**config.mk**
```make
export PLATFORM = sky130hd
export DESIGN_NAME = la_wb_initiator
export DESIGN_NICKNAME = d
export VERILOG_FILES = /design/src/rtl/la_wb_initiator.sv
export SDC_FILE = /design/constraint.sdc
export NUM_CORES = 1
export LEC_CHECK = 0
export CAP_MARGIN = 0
export CORE_ASPECT_RATIO = 2
export CORE_UTILIZATION = 38
export DETAILED_ROUTE_END_ITERATION = 12
export GPL_TIMING_DRIVEN = 0
export PLACE_DENSITY = 0.77
export SLEW_MARGIN = 20
export SYNTH_ARGS = -nofsm -noshare
export SYNTH_HDL_FRONTEND = slang
export SYNTH_SLANG_ARGS = --single-unit
```
**constraint.sdc**
```tcl
create_clock -name wb_clk_i -period 1 [get_ports wb_clk_i]
set_input_delay 0.15 -clock wb_clk_i [delete_from_list [all_inputs] [get_ports wb_clk_i]]
set_output_delay 0.15 -clock wb_clk_i [all_outputs]
set_load 0.01 [all_outputs]
```
**src/rtl/la_wb_initiator.sv**
```systemverilog
// la_wb_initiator: Wishbone classic initiator driven from logic-analyzer bits.
// Each 0->1 edge of cmd_req runs one single read/write cycle on wbm_*.
// Completion is reported through rsp_valid/rsp_done/rsp_dat.
// Optional macro WBM_TIMEOUT_EN adds an ack timeout that aborts the cycle
// after TIMEOUT_CYCLES bus cycles. It then reports rsp_err and returns ERR_DATA.
module la_wb_initiator #(
  parameter int unsigned TIMEOUT_CYCLES = 255,
  parameter logic [31:0] ERR_DATA       = 32'hDEAD_BEEF
) (
  input  logic        wb_clk_i,
  input  logic        wb_rst_i,
  input  logic        cmd_req,
  input  logic        cmd_we,
  input  logic [31:0] cmd_adr,
  input  logic [31:0] cmd_dat,
  input  logic [3:0]  cmd_sel,
  output logic        busy,
  output logic        rsp_valid,
  output logic        rsp_done,
  output logic        rsp_err,
  output logic [31:0] rsp_dat,
  output logic        wbm_cyc_o,
  output logic        wbm_stb_o,
  output logic        wbm_we_o,
  output logic [31:0] wbm_adr_o,
  output logic [31:0] wbm_dat_o,
  output logic [3:0]  wbm_sel_o,
  input  logic        wbm_ack_i,
  input  logic [31:0] wbm_dat_i
);

  typedef enum logic {IDLE, BUS} state_e;

  state_e      state_q, state_d;
  logic        req_q;
  logic        start;
  logic        timeout;
  logic        we_q, we_d;
  logic [31:0] adr_q, adr_d;
  logic [31:0] dat_q, dat_d;
  logic [3:0]  sel_q, sel_d;
  logic        rsp_valid_q, rsp_valid_d;
  logic        rsp_done_q, rsp_done_d;
  logic [31:0] rsp_dat_q, rsp_dat_d;

  assign start = cmd_req & ~req_q;

`ifdef WBM_TIMEOUT_EN
  localparam logic [7:0] CNT_LAST = 8'(TIMEOUT_CYCLES - 1);

  logic [7:0] cnt_q, cnt_d;
  logic       rsp_err_q, rsp_err_d;

  // An ack in the final counted cycle wins over the timeout.
  assign timeout = (state_q == BUS) & ~wbm_ack_i & (cnt_q == CNT_LAST);
  assign rsp_err = rsp_err_q;
`else
  assign timeout = 1'b0;
  assign rsp_err = 1'b0;
`endif

  // State register
  always_ff @(posedge wb_clk_i) begin
    if (wb_rst_i) state_q <= IDLE;
    else          state_q <= state_d;
  end

  // Next-state logic: a single bus cycle per accepted edge
  always_comb begin
    state_d = state_q;
    unique case (state_q)
      IDLE: if (start) state_d = BUS;
      BUS:  if (wbm_ack_i || timeout) state_d = IDLE;
      default: state_d = IDLE;
    endcase
  end

  // Output/datapath next values: latch the command, capture the response
  always_comb begin
    we_d        = we_q;
    adr_d       = adr_q;
    dat_d       = dat_q;
    sel_d       = sel_q;
    rsp_valid_d = 1'b0;
    rsp_done_d  = rsp_done_q;
    rsp_dat_d   = rsp_dat_q;
`ifdef WBM_TIMEOUT_EN
    cnt_d       = cnt_q;
    rsp_err_d   = rsp_err_q;
`endif
    unique case (state_q)
      IDLE: begin
        if (start) begin
          we_d       = cmd_we;
          adr_d      = cmd_adr;
          dat_d      = cmd_dat;
          sel_d      = cmd_sel;
          rsp_done_d = 1'b0;
`ifdef WBM_TIMEOUT_EN
          rsp_err_d  = 1'b0;
          cnt_d      = '0;
`endif
        end
      end
      BUS: begin
        if (wbm_ack_i) begin
          rsp_valid_d = 1'b1;
          rsp_done_d  = 1'b1;
          if (!we_q) rsp_dat_d = wbm_dat_i;
`ifdef WBM_TIMEOUT_EN
          rsp_err_d   = 1'b0;
`endif
        end else if (timeout) begin
          rsp_valid_d = 1'b1;
          rsp_done_d  = 1'b1;
          rsp_dat_d   = ERR_DATA;
`ifdef WBM_TIMEOUT_EN
          rsp_err_d   = 1'b1;
`endif
        end else begin
`ifdef WBM_TIMEOUT_EN
          cnt_d = cnt_q + 8'd1;
`endif
        end
      end
      default: ;
    endcase
  end

  // Datapath registers; req_q tracks cmd_req every cycle so busy-time edges are lost
  always_ff @(posedge wb_clk_i) begin
    if (wb_rst_i) begin
      req_q       <= 1'b0;
      we_q        <= 1'b0;
      adr_q       <= '0;
      dat_q       <= '0;
      sel_q       <= '0;
      rsp_valid_q <= 1'b0;
      rsp_done_q  <= 1'b0;
      rsp_dat_q   <= '0;
`ifdef WBM_TIMEOUT_EN
      cnt_q       <= '0;
      rsp_err_q   <= 1'b0;
`endif
    end else begin
      req_q       <= cmd_req;
      we_q        <= we_d;
      adr_q       <= adr_d;
      dat_q       <= dat_d;
      sel_q       <= sel_d;
      rsp_valid_q <= rsp_valid_d;
      rsp_done_q  <= rsp_done_d;
      rsp_dat_q   <= rsp_dat_d;
`ifdef WBM_TIMEOUT_EN
      cnt_q       <= cnt_d;
      rsp_err_q   <= rsp_err_d;
`endif
    end
  end

  assign busy      = (state_q == BUS);
  assign wbm_cyc_o = (state_q == BUS);
  assign wbm_stb_o = (state_q == BUS);
  assign wbm_we_o  = we_q;
  assign wbm_adr_o = adr_q;
  assign wbm_dat_o = dat_q;
  assign wbm_sel_o = sel_q;
  assign rsp_valid = rsp_valid_q;
  assign rsp_done  = rsp_done_q;
  assign rsp_dat   = rsp_dat_q;

endmodule
```
==> results.md, run 1 <==
* Pre-CTS setup slack at -0.521 ns
* Worst Reg2Reg Path Length in Cells at 5
* Layout cells sized above 1 at 0.327
* Routed wire length at approximately 14 mm
* Pwr Total at just under 10 mW
* Worst-path fanout max at 10
* Worst hold slack at roughly 0.30 ns
* Final ANT Viol Nets at 0
* Max cap viols at 0
* Hold Crit Depth at 4
* VDD IR max at slightly below 0.0009 V
* Layout area overhead at 52.0%
* Mapped Avg Cell Area at between 10 and 15 sq um
* Most common cell after layout, fill and taps aside: nand2b_1
* Failing checks: negative setup slack
* Synth cell types at 17
* First-pass GRT wire length at between 20 and 25 mm
* RR Startpoint: busy
* CTS buffer count at 9
* Setup Skew at between 0.006 and 0.007 ns
* Die width at between 80 and 90 microns
* Via count at ~3900
* Number of global-route vias before repair at ~4300
* Detailed Route Iter0 Violations at 74
* Post-DR wirelength/cell at about 16 microns
* Hold_buf cts at 0
* Initial antenna violation count at 0
* Placed Instances at ~800
* Final Hold Viols at 0
* Die area at 13000 sq um
* Residual DRC at 0
* Final Non-Filler Cells at 845
* Crit path launch type: flop
* Setup Crit Path Kind: flop to flop
* Power density over the cells at approximately 1400 nW/um^2
* Setup crit start: busy
* Most frequent cells in the layout: nand2b_1 (203), clkdlybuf4s50_1 (103), mux2i_1 (99)
* Max clock buf depth at 2
* Post-DP HPWL at between 10 and 15 mm
* Worst Path Arrival at approximately 1.5 ns
* FP Rows at 57
* Footprint of the multi-input gates at ~2400 sq um
* Post-Syn Area at ~4800 sq um
* # IOs at ~210
* Yosys reg bits at around 110
* Warnings from Yosys at 0
* CP required at 1.26 ns
* Max Slew Vio Count at 0
* Die height at roughly 160 microns
* Tcrit/Tclk final at 1.27
* Crit end category: flop
* Clock period minus worst slack at roughly 1.3 ns
* Final setup violation count at around 110
* Hold wc startpoint: wb_rst_i
* HP Class: input port to flop
* GP Congestion at a little under 0.8
* H-Tree Depth at 3
* Tot GR Track Use at 0.212
* Final worst setup slack at -0.273 ns
* FF/Latch Area at about 2200 sq um
* Diodes inserted at 0
* Pleak at 3.09 nW
* Endpoint, Worst Hold: wbm_we_o
* # port buffers at approximately 210
* Clock transition at path regs at roughly 0.070 ns
* FF-to-FF setup slack at -0.27 ns
* Clk_lat worst skew at ~0.34 ns
* Nets at ~800
* Initial core utilization at 0.391
* Synth Net Count at 561
* Largest net degree at the start of global routing at 18
* Gate count of the mapped netlist at ~460
* RSZ-0062 raised after global routing: yes
* DR vias/cell at 4.66
* TritonCTS clock tree: built
* Core box area at ~12000 sq um
* Max Fclk at around 800 MHz
* DR pass1 iterations at 4
* # fillers at ~1100
* Clock root cell: clkbuf_16
* Capturing point of the worst reg2reg path: wbm_dat_o[16]
* Post-synthesis sequential area ratio at 0.440
* Sink Count at 105
* GRT overflow at 0
* Status: finished with violations
==> synth_stat cells <==
| cell type | number | area share |
|---|---|---|
| buf_6 | 7 | 0.017 |
| nor3b_2 | 1 | 0.0026 |
| conb_1 | 1 | 0.00079 |
| nor2_1 | 1 | 0.00079 |
| nand2_1 | 1 | 0.00079 |
| and3b_1 | 1 | 0.0018 |
| buf_2 | 2 | 0.0021 |
| buf_4 | 4 | 0.0063 |
| nand2b_1 | 203 | 0.27 |
| clkbuf_1 | 16 | 0.013 |
| o22ai_1 | 1 | 0.0013 |
| dfxtp_1 | 105 | 0.44 |
| o21ba_1 | 1 | 0.0021 |
| buf_12 | 7 | 0.029 |
| nor2b_1 | 2 | 0.0026 |
| mux2i_1 | 101 | 0.21 |
| clkbuf_2 | 2 | 0.0021 |
==> routing by layer <==
metal,vias up,track usage,wire (microns)
met5,-,0,0
met4,0,0.117,532
met3,35,0.0426,663
met2,138,0.408,7800
met1,1840,0.195,4530
li1,1922,-,-
==> sequential cells by signal, summed over array words and instances, names as in the netlist <==
| register | count |
|---|---|
| rsp_dat | 32 |
| wbm_adr_o | 32 |
| wbm_dat_o | 32 |
| wbm_sel_o | 4 |
| busy | 1 |
| req_q | 1 |
| rsp_done | 1 |
| rsp_valid | 1 |
| wbm_we_o | 1 |
==> cell type report <==
class,instances,area share
clock inverters,5,0.00535
repair buffers,226,0.259
clock buffers,11,0.0335
well taps,147,0.0253
multi-input cells,313,0.325
flip-flops and latches,105,0.301
plain buffers,38,0.0512
==> worst max-delay path by stage <==
stage,end,slack [ns]
after floorplan,wbm_adr_o[0],-0.09
after CTS,wbm_adr_o[3],-0.26
final,wbm_dat_o[16],-0.27
after global routing,wbm_adr_o[16],-0.34
after global placement,wbm_adr_o[7],-0.45
after detailed placement,wbm_adr_o[22],-0.52
==> critical path, cell delays in order, from the launching register on <==
cell     delay (ns)
dfxtp_4        0.37
nor3b_4        0.19
buf_6          0.14
buf_12         0.13
buf_12         0.14
mux2i_2        0.21
==> power breakdown <==
group | total, mW | internal [mW] | switching, mW | leakage, nW
sequential | 4.58 | 4.44 | 0.135 | 0.886
clock | 3.37 | 1.78 | 1.59 | 0.137
combinational | 1.92 | 1.17 | 0.753 | 2.06
==> kinds of logic after synthesis <==
| kind of cell | Yosys count | synth area share |
|---|---|---|
| DFF | 105 | 0.440 |
| AOI/OAI and AO/OA | 2 | 0.00341 |
| muxes | 101 | 0.212 |
| other | 1 | 0.000786 |
| and+or+nand+nor | 209 | 0.275 |
| buffers and inverters | 38 | 0.0689 |
==> timing repair <==
item,4_1_cts,5_1_grt
pin swaps,0,0
endpoints found under the setup margin,207,130
setup buffers,10,5
gates cloned,4,2
gates resized for setup,485,42
==> stage by stage <==
stage | TNS [ns] | area, sq um | utilization
3_3_place_gp | -45.67 | 7050 | 0.578
3_5_place_dp | -48.75 | 7050 | 0.578
6_report | -20.99 | 7260 | 0.595
2_1_floorplan | -8.46 | 4770 | -
4_1_cts | -21.74 | 7130 | 0.585
5_1_grt | -26.70 | 7260 | 0.595
(Power assumes the default switching activity.)
==> run 2: changes to the inputs <==
--- a/config.mk
+++ b/config.mk
@@ -5,7 +5,7 @@
 export SDC_FILE = /design/constraint.sdc
 export NUM_CORES = 1
 export LEC_CHECK = 0
-export CAP_MARGIN = 0
+export CAP_MARGIN = 10
 export CORE_ASPECT_RATIO = 2
 export CORE_UTILIZATION = 38
 export DETAILED_ROUTE_END_ITERATION = 12
==> results of run 2 <==
Final layout, timing and power as in run 1 (identical DEF).
==> run 3: changes to the inputs <==
--- a/config.mk
+++ b/config.mk
@@ -5,12 +5,13 @@
 export SDC_FILE = /design/constraint.sdc
 export NUM_CORES = 1
 export LEC_CHECK = 0
+export ABC_AREA = 1
 export CAP_MARGIN = 10
 export CORE_ASPECT_RATIO = 2
-export CORE_UTILIZATION = 38
+export CORE_UTILIZATION = 36
 export DETAILED_ROUTE_END_ITERATION = 12
 export GPL_TIMING_DRIVEN = 0
-export PLACE_DENSITY = 0.77
+export PLACE_DENSITY = 0.76
 export SLEW_MARGIN = 20
 export SYNTH_ARGS = -nofsm -noshare
 export SYNTH_HDL_FRONTEND = slang
==> results.md, run 3 <==
* Status: finished with violations
* Failing checks: design-rule violations, negative setup slack
* Cell-internal power at 7.63 mW (+3.4%)
* Die area at 12400 sq um (-5.1%)
* Final setup violation count at 106 (-0.93%)
* Tot GR Track Use at 0.215 (+0.00270)
* Cell Chain, Critical Path: inv_4, nand3_4, buf_12, buf_8, nand2_2, nand2_1, nor2_1
* Tcrit/Tclk final at 1.19 (-0.0790)
* # port buffers at 210 (+0.48%)
* Layout area overhead at 75.0%
* Highest metal layer with signal wires: met4
* RR Startpoint: busy
* Setup Crit Path Kind: flop to flop
* Number of global-route vias before repair at 4219 (-1.2%)
* EDFF count, synth at 0 (unchanged)
* FF-to-FF setup slack at -0.19 ns (+0.08 ns)
* Clock root cell: clkbuf_16
* Placed Area at 6600 sq um (-6.4%)
* Diodes inserted at 0 (unchanged)
* Largest area contributor in the netlist: dfxtp_1
* Pre-CTS setup slack at -0.586 ns (-0.0652 ns)
* Clk_lat worst skew at 0.35 ns (about the same)
* Post-synthesis sequential area ratio at 0.490 (+0.0497)
* Synth Net Count at 764 (+36%)
* Nets at 1003 (+26%)
* Sink Count at 105 (unchanged)
* Primary FF master, synth: dfxtp_1
* Final ANT Viol Nets at 0 (unchanged)
* Pwr Total at 10.7 mW (+8.1%)
* Most frequent cell after synthesis: nor2_1
* HP Class: input port to flop
* DR pass1 iterations at 11 (+7)
* Die width at 79.2 microns (-2.5%)
* GP Congestion at 0.782 (-1.2%)
* Layout cells sized above 1 at 0.400 (+0.0731)
* Worst Path Arrival at 1.48 ns (-0.05 ns)
* Mapped Avg Cell Area at 6.51 sq um (-38%)
* GRT overflow at 0 (unchanged)
* Setup Skew at 0.00761 ns (+0.00139 ns)
* Clock period minus worst slack at 1.19 ns (-0.0790 ns)
* Initial antenna violation count at 0 (unchanged)
* Hold_buf cts at 0 (unchanged)
* Post-DP HPWL at 9.34 mm (-8.2%)
* Post-DR wirelength/cell at 13.5 microns (-16%)
* Capturing point of the worst reg2reg path: wbm_adr_o[12]
* Pleak at 3.83 nW (+24%)
* Footprint of the multi-input gates at 2050 sq um (-13%)
* Synth async-reset ratio at 0 (unchanged)
* Yosys reg bits at 105 (unchanged)
* Synth top cells by count: nor2_1 (204), nand2_1 (203), dfxtp_1 (105)
* # fillers at 1028 (-5.1%)
* Worst Reg2Reg Path Length in Cells at 7 (+2)
* VDD IR max at 0.000946 V (+8.0%)
* Largest net degree at the start of global routing at 18 (unchanged)
* Post-layout instance area at 7500 sq um (+3.4%)
* Max incr delay on CP at 0.38 ns (about the same)
* Hold wc startpoint: wbm_dat_i[7]
* DR vias/cell at 4.35 (-6.6%)
* H-Tree Depth at 3 (unchanged)
* Crit path launch type: flop
* Reg power frac at 0.438 (-0.026)
* Warnings from Yosys at 0 (unchanged)
* Synth top area cells: dfxtp_1 (49%), nor2_1 (18%), nand2_1 (18%)
* CTS buffer count at 9 (unchanged)
* Post-Syn Area at 4290 sq um (-10%)
* Clock transition at path regs at 0.08 ns (about the same)
* Via count at 4556 (+16%)
* TritonCTS clock tree: built
* Switching power total at 3.03 mW (+22%)
* Max cap viols at 0 (unchanged)
* Final worst setup slack at -0.194 ns (+0.0790 ns)
* Power density over the cells at 1420 nW/um^2 (+4.6%)
* FP Rows at 56 (-1.8%)
* Metal2 WL at 8.02 mm (+2.8%)
* Core box area at 11600 sq um (-4.6%)
* CP max stage cell: dfxtp_4
* First-pass GRT wire length at 20.4 mm (-2.9%)
* Switching fraction of total power at 0.284 (+0.0331)
* # IOs at 212 (unchanged)
* Residual DRC at 4 (+4)
* Metal-1 WL at 4.95 mm (+9.2%)
* Initial core utilization at 0.369 (-0.0226)
* Clk network pwr share at 0.317 (-0.025)
* CP required at 1.28 ns (+0.02 ns)
* Wire length on met3 at 628 microns (-5.3%)
* Synth top area share at 0.490 (+0.0497)
* FF/Latch Area at 2170 sq um (-0.86%)
* Max Slew Vio Count at 0 (unchanged)
* Die height at 156 microns (-2.6%)
* Endpoint, Worst Hold: rsp_dat[7]
* Crit end category: flop
* Synth cell types at 15 (-2)
* RSZ-0062 raised after global routing: yes
* Worst hold slack at 0.369 ns (+0.0740 ns)
* Hold Crit Depth at 3 (-1)
* Detailed Route Iter0 Violations at 117 (+58%)
* Most common cell after layout, fill and taps aside: nand2_1
* Gate count of the mapped netlist at 659 (+45%)
* Most frequent cells in the layout: nand2_1 (151), nor2_1 (122), inv_1 (104), clkdlybuf4s50_1 (104), buf_2 (89)
* Routed wire length at 14.1 mm (+4.3%)
* Max clock buf depth at 2 (unchanged)
* Worst-path fanout max at 8 (-2)
* Final Hold Viols at 0 (unchanged)
* Post-route core utilization at 0.645 (+0.0503)
* Combinational share of power at 0.244 (+0.049)
* Max Fclk at 838 MHz (+6.6%)
-- run 3: cell families after synthesis --
family | count (synthesis) | share of synthesized area
buf+inv | 140 | 0.143
compound gates | 2 | 0.00233
flops | 105 | 0.490
other cells | 1 | 0.000874
simple gates | 411 | 0.363
-- run 3: power by group through the flow --
| stage | sequential (mW) | combinational (mW) | clock [mW] |
|---|---|---|---|
| global route | 4.71 | 2.83 | 3.61 |
| detailed placement | 4.75 | 2.22 | 0 |
| floorplan | 4.89 | 0.821 | 0 |
| finish | 4.68 | 2.60 | 3.39 |
| global placement | 4.73 | 2.20 | 0 |
| CTS | 4.65 | 2.21 | 3.49 |
-- run 3: layout make-up --
cell class | instances | area share
sequential | 105 | 0.289
multi-input combinational | 414 | 0.274
timing repair buffer | 228 | 0.265
buffer | 35 | 0.0582
inverter | 105 | 0.0529
clock buffer | 11 | 0.0323
tap | 145 | 0.0242
clock inverter | 5 | 0.00517
-- run 3: critical path: cells and delay by family, from the launching register on --
kind	cells	cell delay, ns
buffers and inverters	3	0.40
DFF	1	0.38
and+or+nand+nor	4	0.35
-- run 3: repair_timing --
action                                  4_1_cts  5_1_grt
gates cloned                                  4        7
buffers inserted                              6        1
resized for setup                           575      143
endpoints found under the setup margin      209      139
pin swaps                                     3       23
-- run 3: worst max-delay path by stage --
| stage | from | endpoint | slack (ns) |
|---|---|---|---|
| floorplan | wbm_we_o | rsp_dat[11] | -0.03 |
| global placement | wbm_ack_i | rsp_dat[21] | -0.56 |
| detailed placement | wbm_ack_i | rsp_dat[21] | -0.59 |
| CTS | busy | rsp_dat[23] | -0.13 |
| global route | busy | wbm_adr_o[12] | -0.26 |
| finish | busy | wbm_adr_o[12] | -0.19 |
-- run 3: metrics by stage --
step / instances / setup TNS (ns)
after global placement: 1014 / -53.73
after CTS: 1040 / -12.19
after global routing: 1048 / -20.33
final: 1048 / -14.80
after floorplan: 659 / -0.997
after detailed placement: 1014 / -56.13
-- run 3: metal layers --
layer	GRT usage	vias to the layer above
li1	-	2336
met1	0.214	2042
met2	0.412	144
met3	0.0443	34
met4	0.0952	0
met5	0	-
